===== src/rtl/inst_fetch_pkg.sv =====
// Shared fetch-stage types and constants: widths, reset PC, FSM encoding,
// queue entry layout and PC alignment helper.
package inst_fetch_pkg;
   localparam int          XLEN         = 64;
   localparam int          INST_W       = 32;
   localparam logic [63:0] RESET_PC_DEF = 64'h0000_0000_8000_0000;
   localparam logic [31:0] NOP_INST     = 32'h0000_0013;

   typedef enum logic [1:0] {
      ST_IDLE = 2'd0,
      ST_REQ  = 2'd1,
      ST_WAIT = 2'd2,
      ST_HOLD = 2'd3
   } fetch_state_t;

   typedef struct packed {
      logic [XLEN-1:0]   pc;
      logic [INST_W-1:0] inst;
   } fq_entry_t;

   function automatic logic [XLEN-1:0] align_pc(input logic [XLEN-1:0] a);
      return {a[XLEN-1:2], 2'b00};
   endfunction
endpackage


===== src/rtl/inst_fetch_if.sv =====
// Fetch-stage bus bundle: instruction-memory request/response port plus the
// decode-side valid/ready queue head.
interface inst_fetch_if;
   import inst_fetch_pkg::*;

   logic              imem_req;
   logic [XLEN-1:0]   imem_addr;
   logic              imem_gnt;
   logic              imem_rvalid;
   logic [INST_W-1:0] imem_rdata;
   logic              id_valid;
   logic              id_ready;
   logic [XLEN-1:0]   id_pc;
   logic [INST_W-1:0] id_inst;

   modport master (
      output imem_req, imem_addr,
      input  imem_gnt, imem_rvalid, imem_rdata,
      output id_valid, id_pc, id_inst,
      input  id_ready
   );

   modport slave (
      input  imem_req, imem_addr,
      output imem_gnt, imem_rvalid, imem_rdata,
      input  id_valid, id_pc, id_inst,
      output id_ready
   );
endinterface


===== src/rtl/inst_fetch_queue.sv =====
// Two-entry {pc,inst} FIFO between fetch and decode; flush wins over any
// simultaneous push/pop.
module fetch_queue
   import inst_fetch_pkg::*;
(
   input  logic      clk,
   input  logic      rst,
   input  logic      push,
   input  logic      pop,
   input  logic      flush,
   input  fq_entry_t wr_entry,
   output fq_entry_t head,
   output logic [1:0] count
);
   fq_entry_t mem [2];
   logic      rd_ptr;
   logic      wr_ptr;
   logic      do_pop;

   assign do_pop = pop && (count != 2'd0);
   assign head   = mem[rd_ptr];

   always_ff @(posedge clk or posedge rst) begin
      if (rst) begin
         mem[0] <= '0;
         mem[1] <= '0;
         rd_ptr <= 1'b0;
         wr_ptr <= 1'b0;
         count  <= 2'd0;
      end else if (flush) begin
         rd_ptr <= 1'b0;
         wr_ptr <= 1'b0;
         count  <= 2'd0;
      end else begin
         if (push) begin
            mem[wr_ptr] <= wr_entry;
            wr_ptr      <= ~wr_ptr;
         end
         if (do_pop)
            rd_ptr <= ~rd_ptr;
         case ({push, do_pop})
            2'b10:   count <= count + 2'd1;
            2'b01:   count <= count - 2'd1;
            default: count <= count;
         endcase
      end
   end
endmodule


===== src/rtl/inst_fetch.sv =====
// Fetch stage: owns the fetch PC, issues one outstanding imem request at a
// time, queues responses toward decode and applies EX redirects.
module inst_fetch
   import inst_fetch_pkg::*;
#(
   parameter logic [XLEN-1:0] RESET_PC = RESET_PC_DEF
) (
   input  logic            clk,
   input  logic            rst,
   input  logic            br_e,
   input  logic [XLEN-1:0] br_addr,
   inst_fetch_if.master    bus
);
   fetch_state_t    state;
   fetch_state_t    state_nx;
   logic [XLEN-1:0] pc_q;
   logic [XLEN-1:0] req_pc_q;
   logic            drop_q;
   logic            req;
   logic            granted;
   logic            redirect;
   logic            push;
   logic            pop;
   logic            flush;
   logic [1:0]      count;
   logic [1:0]      cnt_after;
   fq_entry_t       wr_entry;
   fq_entry_t       head;

   always_ff @(posedge clk or posedge rst) begin
      if (rst)
         state <= ST_IDLE;
      else
         state <= state_nx;
   end

   // A redirect forces cnt_after to 0, so WAIT/HOLD return to REQ without a separate branch.
   always_comb begin
      state_nx = state;
      case (state)
         ST_IDLE: state_nx = ST_REQ;
         ST_REQ:  if (bus.imem_gnt) state_nx = ST_WAIT;
         ST_WAIT: if (bus.imem_rvalid) state_nx = (cnt_after < 2'd2) ? ST_REQ : ST_HOLD;
         ST_HOLD: if (cnt_after < 2'd2) state_nx = ST_REQ;
         default: state_nx = ST_IDLE;
      endcase
   end

   always_comb begin
      req      = (state == ST_REQ);
      redirect = br_e && (state != ST_IDLE);
      flush    = redirect;
      push     = (state == ST_WAIT) && bus.imem_rvalid && !drop_q && !br_e;
   end

   assign granted = req && bus.imem_gnt;
   assign pop     = bus.id_valid && bus.id_ready;

   always_comb begin
      cnt_after = count;
      if (flush)
         cnt_after = 2'd0;
      else if (push && !pop)
         cnt_after = count + 2'd1;
      else if (!push && pop)
         cnt_after = count - 2'd1;
   end

   // drop_q marks the single outstanding response as stale after a redirect.
   always_ff @(posedge clk or posedge rst) begin
      if (rst) begin
         pc_q     <= RESET_PC;
         req_pc_q <= RESET_PC;
         drop_q   <= 1'b0;
      end else begin
         if (redirect)
            pc_q <= align_pc(br_addr);
         else if (granted)
            pc_q <= pc_q + XLEN'(4);
         if (granted)
            req_pc_q <= pc_q;
         case (state)
            ST_REQ:  if (granted && br_e) drop_q <= 1'b1;
            ST_WAIT: begin
               if (bus.imem_rvalid)
                  drop_q <= 1'b0;
               else if (br_e)
                  drop_q <= 1'b1;
            end
            default: drop_q <= drop_q;
         endcase
      end
   end

   assign wr_entry = '{pc: req_pc_q, inst: bus.imem_rdata};

   fetch_queue u_queue (
      .clk      (clk),
      .rst      (rst),
      .push     (push),
      .pop      (pop),
      .flush    (flush),
      .wr_entry (wr_entry),
      .head     (head),
      .count    (count)
   );

   assign bus.imem_req  = req;
   assign bus.imem_addr = align_pc(pc_q);
   assign bus.id_valid  = (count != 2'd0);
   assign bus.id_pc     = head.pc;
   assign bus.id_inst   = head.inst;
endmodule

===== src/flat_wrapper.sv =====
// flat-port wrapper written by rule: the top's interface ports become plain ports
module inst_fetch_flat import inst_fetch_pkg::*;
#(
   parameter logic [XLEN-1:0] RESET_PC = RESET_PC_DEF
)
  (clk, rst, br_e, br_addr, bus_imem_req, bus_imem_addr, bus_imem_gnt, bus_imem_rvalid, bus_imem_rdata, bus_id_valid, bus_id_pc, bus_id_inst, bus_id_ready);
  inst_fetch_if bus_i ();
  input  logic clk;
  input  logic rst;
  input  logic br_e;
  input  logic [XLEN-1:0] br_addr;
  output wire logic [$bits(bus_i.imem_req)-1:0] bus_imem_req;
  output wire logic [$bits(bus_i.imem_addr)-1:0] bus_imem_addr;
  input wire logic [$bits(bus_i.imem_gnt)-1:0] bus_imem_gnt;
  input wire logic [$bits(bus_i.imem_rvalid)-1:0] bus_imem_rvalid;
  input wire logic [$bits(bus_i.imem_rdata)-1:0] bus_imem_rdata;
  output wire logic [$bits(bus_i.id_valid)-1:0] bus_id_valid;
  output wire logic [$bits(bus_i.id_pc)-1:0] bus_id_pc;
  output wire logic [$bits(bus_i.id_inst)-1:0] bus_id_inst;
  input wire logic [$bits(bus_i.id_ready)-1:0] bus_id_ready;
  assign bus_imem_req = bus_i.imem_req;
  assign bus_imem_addr = bus_i.imem_addr;
  assign bus_i.imem_gnt = bus_imem_gnt;
  assign bus_i.imem_rvalid = bus_imem_rvalid;
  assign bus_i.imem_rdata = bus_imem_rdata;
  assign bus_id_valid = bus_i.id_valid;
  assign bus_id_pc = bus_i.id_pc;
  assign bus_id_inst = bus_i.id_inst;
  assign bus_i.id_ready = bus_id_ready;
  inst_fetch #(.RESET_PC(RESET_PC)) u_core (.clk(clk), .rst(rst), .br_e(br_e), .br_addr(br_addr), .bus(bus_i));
endmodule

===== config.mk =====
export PLATFORM = sky130hd
export DESIGN_NAME = inst_fetch_flat
export DESIGN_NICKNAME = d
export VERILOG_FILES = /design/src/rtl/inst_fetch_pkg.sv /design/src/rtl/inst_fetch_if.sv /design/src/rtl/inst_fetch_queue.sv /design/src/rtl/inst_fetch.sv /design/src/flat_wrapper.sv
export SDC_FILE = /design/constraint.sdc
export NUM_CORES = 1
export LEC_CHECK = 0
export CAP_MARGIN = 10
export CELL_PAD_IN_SITES_DETAIL_PLACEMENT = 1
export CELL_PAD_IN_SITES_GLOBAL_PLACEMENT = 2
export CORE_ASPECT_RATIO = 1.2
export CORE_MARGIN = 10
export CORE_UTILIZATION = 40
export CTS_BUF_LIST = sky130_fd_sc_hd__clkbuf_8
export DETAILED_ROUTE_END_ITERATION = 12
export DONT_BUFFER_PORTS = 1
export PLACE_DENSITY_LB_ADDON = 0.1
export RECOVER_POWER = 50
export SETUP_SLACK_MARGIN = 0.05
export SLEW_MARGIN = 25
export SYNTH_ARGS = -nofsm -noshare
export SYNTH_HDL_FRONTEND = slang
export SYNTH_HIERARCHICAL = 1
export SYNTH_SLANG_ARGS = --single-unit

===== constraint.sdc =====
create_clock -name clk -period 16 [get_ports clk]
set_input_delay 1.6 -clock clk [delete_from_list [all_inputs] [get_ports clk]]
set_output_delay 1.6 -clock clk [all_outputs]
set_load 0.02 [all_outputs]

# Yosys cells after proc, flatten, opt, wreduce, memory -nomap -nowiden
# Cells that the tools add are included.
word_totals:
  wordCells: 85
  in_bits: 102
  output_inout_bits: 162
  register_bits: 327
op_classes:
  mux: 26
  eq_ne: 10
  order_cmp: 4
  bitwise: 5
  n_reduce_logical: 26
  n_addsub: 3
op_table:
  columns: ["op", "count"]
  rows:
  - ["2-to-1 mux 96 bit", 4]
  - ["bitwise mux 192 bit", 1]
  - ["2-to-1 mux 64 bit", 2]
  - ["demux 96 bit (select 1 bit)", 1]
  - ["adder 64 x 3 -> 64 bit, second input constant", 1]
  - ["2-to-1 mux 2 bit", 8]
  - ["nonzero test 2 bit", 6]
  - ["logical AND 1 bit", 11]
  - ["case mux 2 bit (4 select lines)", 1]
  - ["2-to-1 mux 1 bit", 7]
  - ["== test 2 bit, second input constant", 3]
  - ["inequality test 2 bit, second input constant", 3]
  - ["AND reduction 3 bit", 2]
  - ["== test 2 x 1 -> 1 bit, second input constant", 2]
  - [">= comparator 2 bit, second input constant", 2]
  - ["logical NOT 1 bit", 4]
  - ["inverter 1 -> 2 bit", 2]
  - ["case mux 2 bit (2 select lines)", 1]
  - ["inequality test 3 bit, second input constant", 1]
  - ["inverter 1 bit", 3]
  - ["nonzero test 3 bit", 1]
  - ["adder 2 x 1 -> 2 bit, second input constant", 1]
  - ["logical NOT 2 bit", 1]
  - ["< comparator 2 x 1 -> 1 bit, second input constant", 1]
  - ["other kinds (5)", 5]

# Logic depth before layout (Yosys ltp)
# Gate-level depths: netlist (run 1).
depth:
  ltp_word: 13
  mapped_depth: 11
  ltp_nobuf: 8

# Cells and area by module
# Netlist (run 1), hierarchy kept.
modules_own_cells:
  columns: ["module", "instances", "area_per_inst_um2", "cells_per_inst"]
  rows:
  - ["fetch_queue", 1, 8807.2, 536]
  - ["inst_fetch", 1, 6316.1, 716]

# Worst setup path after synthesis (run 1)
# Ideal clock, no wire load.
synth_timing:
  kind: "input port to flip-flop"
  startpoint: "in br_e"
  endpoint: "reg u_core/u_queue/mem[100] (netlist bit)"
  setup_ps: 125
  setup_slack_ps: 12731
  required_ps: 15875
  arrival_ps: 3144
  stages: 9
  path_cell_list: "nand2b_1 -> clkbuf_1 -> inv_2 -> clkbuf_1 -> nand2b_4 -> nor2_4 -> buf_6 -> buf_6 -> mux2_4"
synth_between:
  elab_chain_cells: 3
  elab_cells_between_ends: 5
  cone_classes: "bitwise: 1; reduce/logical: 4"
synth_rtl:
  columns: ["item", "line_no", "text"]
  rows:
  - ["from (decl)", "flat_wrapper.sv:10", "input logic br_e;"]
  - ["logical AND 1 bit", "inst_fetch.sv:51", "redirect = br_e && (state != ST_IDLE);"]
  - ["named net u_core.flush", "inst_fetch.sv:24", "logic flush;"]
  - ["inverter 1 bit (no source line)", null, null]
  - ["AND reduction 2 bit (no source line)", null, null]
  - ["to (signal, indexed assignment)", "inst_fetch_queue.sv:36", "mem[wr_ptr] <= wr_entry;"]
  - ["to (decl)", "inst_fetch_queue.sv:15", "fq_entry_t mem [2];"]
# The timed path passes the listed nets, and every way through them passes these cells.
# A chain may end at the register's enable or synchronous reset.

==> results.txt, run 1 <==
outcome = complete, but fails checks
violated checks = max-capacitance violations, max-slew violations
share of flip-flops with an asynchronous set or reset = 1.00
Port Buffers = 0
post-CTS setup buffers = 0
chip height = 233 um
Mapped Cells = 1,252
register bit total from synthesis = 323
num rows = 77
vias per cell = 5.35
fmax = 127 MHz
max-slew violations = 563
drt first pass iters = 4
routed len/inst = 24.3 um
worst min path class = register to register
vias in the first global route = 10.4k
Max Cap Violations = 8
worst path arrival time = 7.76 ns
sequential share of power = 0.494
Final Cycle Share = 0.492
clock period minus worst slack = 7.87 ns
DIE AREA = 0.0460 mm^2
CTS tree = yes
grt total ovfl = 0
die width = 198 um
Synth area leaders = dfrtp_1 53%, mux2_2 15%, mux2_4 7.9%
list of most frequent post-synthesis cells = 321 x dfrtp_1, 242 x nand2_1, 208 x mux2_2
final setup vio count = 0
gr usage total = 0.185
final WL = 43.2 mm
CP max FO = 129
Post-DRT Antenna Nets = 0
dpl ws = 11.41 ns
crit path cell chain = clkinvlp_2 > clkbuf_1
post-CTS resize count = 0
Hold-fix buffers, CTS = 0
Num CTS Buffers = 56
Worst Tran Pin Value = 6.09 ns
CTS sink count = 323
Initial Util = 0.408
Remaining DRCs = 0
top-count cell post-synth = dfrtp_1
first-pass GRT wire length = 66.0 mm
internal power = 0.00175 W
Clock Skews = 0.0316 ns
VDD IR max = 0.105 mV
synthesized area per cell = 12.1 um^2
Ys Warns = 6
R2R setup slack = 10.35 ns
RSZ-0062 raised after global routing = no
largest net degree at the start of global routing = 130
Seq/Total Area, Yosys = 0.535
# IOs = 264
smallest setup slack after layout = 8.13 ns
nets = 1,371
Slowest-stage cell, CP = clkinvlp_2
max incr delay on CP = 3.32 ns
Yosys cell types = 56
layout cells sized above 1 = 0.309
Clk Tree Root Cell = clkbuf_8
initial antenna violation count = 6
clock share of power = 0.258
final hold violation count = 0
final sum of negative setup slack = 0 ns
1st-iter DRT viols = 399
Non-Filler Cell Area, Final = 0.0166 mm^2
commonest register cell after synthesis = dfrtp_1
Worst-path clk slew = 0.06 ns
CP top delay family = buffers and inverters
DR vias = 9,542
Bufs and invs on worst path = 2
Mapped Area = 0.0151 mm^2
gpl congestion = 0.781
logic gate share of total power = 0.247
area fraction of the dominant cell type after synthesis = 0.531
htree depth = 2
dominant cell type by area after synthesis = dfrtp_1
Clk Latency, worst-skew pair = 0.62 ns
core footprint = 0.0371 mm^2
leakage = 8.07 nW
CP endpoint kind = asynchronous set/reset pin
Worst Setup Path Type = input port to asynchronous set/reset pin
Req. time, crit path = 15.89 ns
area grow syn2layout = 9.84%
layout filler cell count = 3,939
placed cell area = 0.0155 mm^2
PwrDens = 175 mW/mm^2
number of synthesized flops with an enable pin = 0
Switching Share = 0.397
Worst slew margin = -3.08
Hold WS = 0.481 ns
startpoint types = input port
post-DP HPWL = 29.0 mm
net switching power = 0.00115 W
maximum buffer depth of the clock tree = 3
==> metrics by stage <==
stage,total power (W),instances,util
after global routing,0.00311,1780,0.448
after global placement,0.00216,1678,0.418
after detailed placement,0.00218,1678,0.418
after floorplan,0.00191,1257,-
after CTS,0.00296,1779,0.449
final,0.00291,1783,0.448
==> logic make-up after synthesis <==
logic type,Yosys count,synth area share
simple gates,402,0.131
other cells,1,0.000248
flops,323,0.535
buf+inv,83,0.0283
compound gates,103,0.0397
xor+xnor,43,0.0249
fa+ha+maj,7,0.00579
mux,290,0.236
==> final cells by class <==
| cell class | count | area, um^2 | share of cell area |
|---|---|---|---|
| clock buffers | 75 | 1030 | 0.0621 |
| clock inverters | 26 | 105 | 0.00633 |
| repair buffers | 11 | 63.8 | 0.00384 |
| well taps | 474 | 593 | 0.0357 |
| flip-flops and latches | 323 | 8090 | 0.487 |
| inverters | 19 | 73.8 | 0.00444 |
| multi-input cells | 851 | 6640 | 0.400 |
| diodes | 4 | 10.0 | 0.000603 |
==> final timing paths <==
path	from	cells past startpoint	end
max in group clk	bus_imem_gnt	6	u_core/pc_q[49]
max	rst	2	u_core/u_queue/mem[110]
min reg2reg	u_core/req_pc_q[31]	2	u_core/req_pc_q[31]
min in group asynchronous	rst	1	u_core/req_pc_q[35]
min	u_core/req_pc_q[31]	2	u_core/req_pc_q[31]
max reg2reg	u_core/state[1]	8	u_core/pc_q[49]
==> layout by cell type, fill, tap and decap left out, types with 7 or more instances in the layout <==
cell      synthesis  routed
a31oi_1          22      22
and3_1            7       7
clkbuf_8          0      75
dfrtp_1         321     320
ha_1              7       7
inv_1            18      40
mux2_2          208     208
mux2_4           80      80
nand2_1         242     241
nand3_1          27      27
nand4_1          23      23
nor2_1           37      37
nor3_1           11      11
o21ai_0          58      58
o31ai_1           8       8
or3_1             8       8
or4_1             8       8
xnor2_1          12      12
xor2_1           31      31
==> state kept, by name, indices dropped and copies added (netlist names) <==
signal	cells
u_core/u_queue/rd_ptr	1
u_core/u_queue/mem	192
u_core/pc_q	62
u_core/u_queue/count	2
u_core/req_pc_q	62
u_core/drop_q	1
u_core/u_queue/wr_ptr	1
u_core/state	2
==> power groups by stage <==
stage	Sequential [W]	Combinational (W)	Clock, W
after floorplan	0.00133	0.000584	0
after CTS	0.00144	0.000728	0.000783
after global routing	0.00148	0.000802	0.000822
after detailed placement	0.00146	0.000723	0
final	0.00144	0.000719	0.000751
after global placement	0.00145	0.000710	0
==> routing by layer <==
layer | part of all wire | GRT usage | routed length, um
met4 | 0.020 | 0.0510 | 859
met1 | 0.42 | 0.225 | 18000
met2 | 0.48 | 0.304 | 20900
met3 | 0.080 | 0.0684 | 3450
met5 | 0.00092 | 0 | 40
No activity file was read; power rests on OpenSTA's default activity.
==> inputs of run 2 (changes only) <==
==> constraint.sdc (replaced) <==
create_clock -name clk -period 7.35 [get_ports clk]
set_input_delay 0.735 -clock clk [delete_from_list [all_inputs] [get_ports clk]]
set_output_delay 0.735 -clock clk [all_outputs]
set_load 0.02 [all_outputs]
==> results.txt, run 2 (same netlist as run 1, synthesis figures left out) <==
outcome = complete, but fails checks
violated checks = max-capacitance violations, max-slew violations
Biggest register = u_core/u_queue/mem
gpl congestion = 0.784
CP top delay family = buffers and inverters
CP endpoint kind = asynchronous set/reset pin
fin cells = 1,784
die width = 198 um
Cell Count Post-Placement = 1,678
nets = 1,371
Worst-path clk slew = 0.06 ns
dpl ws = 3.53 ns
commonest non-fill, non-tap cell in the layout = dfrtp_1
startpoint types = input port
Post-DRT Antenna Nets = 0
crit path cell chain = inv_1
gr usage total = 0.184
htree depth = 2
CTS sink count = 323
1st-iter DRT viols = 532
Initial Util = 0.408
max FFs per register = 192
Port Buffers = 0
grt total ovfl = 0
CP max FO = 123
clock period minus worst slack = 4.60 ns
post-CTS resize count = 0
Worst Setup Path Type = input port to asynchronous set/reset pin
Clock Skews = 0.0172 ns
num rows = 77
RSZ-0062 raised after global routing = no
CTS tree = yes
post-CTS setup buffers = 0
DR vias = 9,552
fmax = 217 MHz
final hold violation count = 0
routed len/inst = 24.2 um
largest net degree at the start of global routing = 124
smallest setup slack after layout = 2.75 ns
Num CTS Buffers = 56
drt first pass iters = 4
Bufs and invs on worst path = 1
Multi-input gate area = 0.00665 mm^2
Clk Tree Root Cell = clkbuf_8
Clk Latency, worst-skew pair = 0.59 ns
max incr delay on CP = 3.33 ns
post-DP HPWL = 29.0 mm
layout cells sized above 1 = 0.313
Register Area = 0.00809 mm^2
maximum buffer depth of the clock tree = 3
chip height = 233 um
# IOs = 264
worst min path class = input port to register
layout filler cell count = 3,932
Slowest-stage cell, CP = inv_1
area grow syn2layout = 9.88%
worst path arrival time = 4.15 ns
vias in the first global route = 10.1k
Req. time, crit path = 6.90 ns
Max Cap Violations = 2
final WL = 43.1 mm
final setup vio count = 0
Top Registers = u_core/u_queue/mem: 192 flops, u_core/pc_q: 62 flops, u_core/req_pc_q: 62 flops
leakage = 8.07 nW
Final Cycle Share = 0.626
Worst Tran Pin Value = 4.79 ns
vias per cell = 5.35
DIE AREA = 0.0460 mm^2
max-slew violations = 184
core footprint = 0.0371 mm^2
final sum of negative setup slack = 0 ns
PwrDens = 377 mW/mm^2
Remaining DRCs = 0
Worst slew margin = -2.19
most frequent cells in the layout = 320 x dfrtp_1, 242 x nand2_1, 208 x mux2_2
initial antenna violation count = 4
first-pass GRT wire length = 65.6 mm
VDD IR max = 0.240 mV
Hold-fix buffers, CTS = 0
==> run 2: cell count changes in the layout (fill, tap and decap cells not counted), sizes merged <==
| cell | previous run | this run |
|---|---|---|
| buf | 6 | 10 |
| clkbuf | 80 | 71 |
| clkinv | 2 | 10 |
| clkinvlp | 2 | 3 |
| diode | 4 | 3 |
| inv | 41 | 39 |
==> run 2: path summary, 6_finish.rpt <==
path | from | depth (start not counted) | slack, ns | endpoint
max in group clk | u_core/state[1] | 8 | 3.21 | u_core/pc_q[52]
min reg2reg | u_core/req_pc_q[31] | 2 | 0.47 | u_core/req_pc_q[31]
min in group asynchronous | rst | 1 | 0.91 | u_core/req_pc_q[40]
max | rst | 1 | 2.75 | u_core/u_queue/mem[128]
min | bus_imem_rvalid | 1 | 0.23 | u_core/drop_q
max reg2reg | u_core/state[1] | 8 | 3.21 | u_core/pc_q[52]
==> run 2: where the power goes <==
group          switching [W]  total, W  leakage (nW)  internal [W]
Combinational       0.000939   0.00155          3.18      0.000609
Sequential          0.000837   0.00312          4.24       0.00228
Clock               0.000739   0.00159         0.655      0.000855
Total                0.00251   0.00626          8.07       0.00375
==> run 2: final cells by class <==
cell class              instances  share of cell area
clock inverters                33             0.00866
multi-input cells             851               0.400
inverters                      19             0.00437
repair buffers                 11             0.00617
diodes                          3            0.000452
flip-flops and latches        323               0.487
well taps                     474              0.0357
clock buffers                  70              0.0580
==> run 2: stage by stage <==
stage | cell area (um^2) | utilization | total power [W] | hold WS [ns]
global placement | 15500 | 0.418 | 0.00469 | 0.454
global route | 16600 | 0.448 | 0.00668 | 0.199
CTS | 16600 | 0.448 | 0.00639 | 0.0664
finish | 16600 | 0.448 | 0.00626 | 0.231
floorplan | 15100 | - | 0.00416 | 0.443
detailed placement | 15500 | 0.418 | 0.00474 | 0.459
==> run 2: layer usage <==
| layer | vias up | part of all wire | track usage | wire (um) |
|---|---|---|---|---|
| li1 | 4379 | - | - | - |
| met1 | 4888 | 0.43 | 0.233 | 18400 |
| met2 | 220 | 0.48 | 0.295 | 20600 |
| met3 | 61 | 0.078 | 0.0622 | 3360 |
| met4 | 4 | 0.019 | 0.0505 | 804 |
| met5 | - | 0.00093 | 0 | 40 |
==> inputs of run 3 (changes only) <==
==> constraint.sdc (replaced) <==
create_clock -name clk -period 4.8 [get_ports clk]
set_input_delay 0.48 -clock clk [delete_from_list [all_inputs] [get_ports clk]]
set_output_delay 0.48 -clock clk [all_outputs]
set_load 0.02 [all_outputs]
==> results.txt, run 3 (same netlist as run 1, synthesis figures left out) <==
grt total ovfl = 0
htree depth = 2
layout cells sized above 1 = 0.301
final hold violation count = 0
final WL = 43.7 mm
num rows = 77
Worst Tran Pin Value = 2.49 ns
largest net degree at the start of global routing = 192
nets = 1,458
first-pass GRT wire length = 67.7 mm
post-CTS setup buffers = 0
# IOs = 264
drt first pass iters = 4
Worst Setup Path Type = register to register
FF-to-FF End = u_core/u_queue/mem[20]
core footprint = 0.0371 mm^2
CP endpoint kind = register
Biggest register = u_core/u_queue/mem
CTS sink count = 323
Post-DRT Antenna Nets = 0
hold endpoint = u_core/u_queue/mem[15]
DR vias = 9,938
Clock Skews = 0.0189 ns
Multi-input gate area = 0.00665 mm^2
leakage = 8.49 nW
Max Cap Violations = 3
max-slew violations = 224
Req. time, crit path = 5.27 ns
Remaining DRCs = 0
worst min path class = input port to register
Clk Tree Root Cell = clkbuf_8
Worst-path clk slew = 0.06 ns
DIE AREA = 0.0460 mm^2
Final Cycle Share = 0.755
vias per cell = 5.31
Critical R2R Launch = u_core/state[0]
vias in the first global route = 10.7k
Hold WS = 0.0519 ns
Register Area = 0.00809 mm^2
hold depth = 1
Top Registers = u_core/u_queue/mem: 192 flops, u_core/pc_q: 62 flops, u_core/req_pc_q: 62 flops
commonest non-fill, non-tap cell in the layout = dfrtp_1
initial antenna violation count = 4
post-DP HPWL = 29.0 mm
Initial Util = 0.408
RSZ-0062 raised after global routing = no
clock period minus worst slack = 3.63 ns
PwrDens = 562 mW/mm^2
fmax = 276 MHz
violated checks = max-capacitance violations, max-slew violations
VDD IR max = 0.338 mV
startpoint types = register
1st-iter DRT viols = 485
gr usage total = 0.189
Worst slew margin = -0.662
final setup vio count = 0
maximum buffer depth of the clock tree = 3
gpl congestion = 0.794
Port Buffers = 0
area grow syn2layout = 16.4%
CTS tree = yes
layout filler cell count = 3,872
most frequent cells in the layout = 320 x dfrtp_1, 242 x nand2_1, 208 x mux2_2
die width = 198 um
CP max FO = 96
Clk Latency, worst-skew pair = 0.61 ns
outcome = complete, but fails checks
worst reg2reg path depth = 8
R2R setup slack = 1.17 ns
final sum of negative setup slack = 0 ns
routed len/inst = 23.4 um
Num CTS Buffers = 56
chip height = 233 um
max FFs per register = 192
worst path arrival time = 4.10 ns
HP Start = bus_imem_rdata[15]
==> run 3: cell count changes in the layout (fill, tap and decap cells not counted), sizes merged <==
cell	before	now
bufinv	0	1
clkbuf	71	82
clkinv	10	9
clkinvlp	3	1
diode	3	4
dlygate4sd3	0	84
inv	39	33
==> run 3: metal layers <==
| metal | routed length [um] | vias up | global-route usage | share of wire |
|---|---|---|---|---|
| li1 | - | 4566 | - | - |
| met1 | 19100 | 5067 | 0.244 | 0.44 |
| met2 | 20900 | 242 | 0.302 | 0.48 |
| met3 | 3010 | 63 | 0.0594 | 0.069 |
| met4 | 763 | 0 | 0.0517 | 0.017 |
| met5 | 0 | - | 0 | 0 |
==> run 3: area by class of cell <==
| type | count | share of cell area |
|---|---|---|
| multi-input combinational | 851 | 0.378 |
| inverter | 19 | 0.00441 |
| sequential | 323 | 0.459 |
| clock inverter | 25 | 0.00775 |
| timing repair buffer | 98 | 0.0556 |
| antenna | 4 | 0.000569 |
| clock buffer | 78 | 0.0610 |
| tap | 474 | 0.0337 |
==> run 3: worst max path at each step <==
stage,startpoint,endpoint,slack (ns),depth (start not counted)
2_1_floorplan,rst,u_core/drop_q,0.94,1
3_3_place_gp,u_core/state[1],u_core/pc_q[52],1.70,7
3_5_place_dp,u_core/state[1],u_core/pc_q[44],1.65,7
4_1_cts,u_core/u_queue/rd_ptr,bus_id_pc[18],1.63,2
5_1_grt,u_core/state[0],u_core/u_queue/mem[11],0.83,8
6_report,u_core/state[0],u_core/u_queue/mem[20],1.17,8
==> run 3: repair_timing <==
item / 4_1_cts / 5_1_grt
hold endpoints to repair: 206 / 0
hold buffers: 84 / 0
gates resized for setup: 0 / 0
==> run 3: critical path, stage by stage (launching register included) <==
cell and delay [ns]:
dfrtp_1 0.40, inv_1 0.10, ha_1 0.19, nand2b_2 0.17, inv_1 0.07, clkbuf_2 1.15
nand3b_4 0.37, buf_12 0.48, mux2_2 0.42
==> run 3: through the flow <==
| step | cell area [um^2] | std cells | total power, W | setup slack [ns] | utilization |
|---|---|---|---|---|---|
| after floorplan | 15100 | 1257 | 0.00637 | 0.939 | - |
| after global placement | 15500 | 1680 | 0.00720 | 1.70 | 0.419 |
| after detailed placement | 15500 | 1680 | 0.00728 | 1.65 | 0.419 |
| after CTS | 17600 | 1867 | 0.0101 | 1.63 | 0.474 |
| after global routing | 17600 | 1871 | 0.0106 | 0.830 | 0.475 |
| final | 17600 | 1872 | 0.00989 | 1.17 | 0.475 |
==> run 3: power by group <==
part	switching (W)	internal [W]	total, W
clock	0.00116	0.00149	0.00265
sequential	0.00130	0.00349	0.00479
combinational	0.00146	0.000985	0.00244
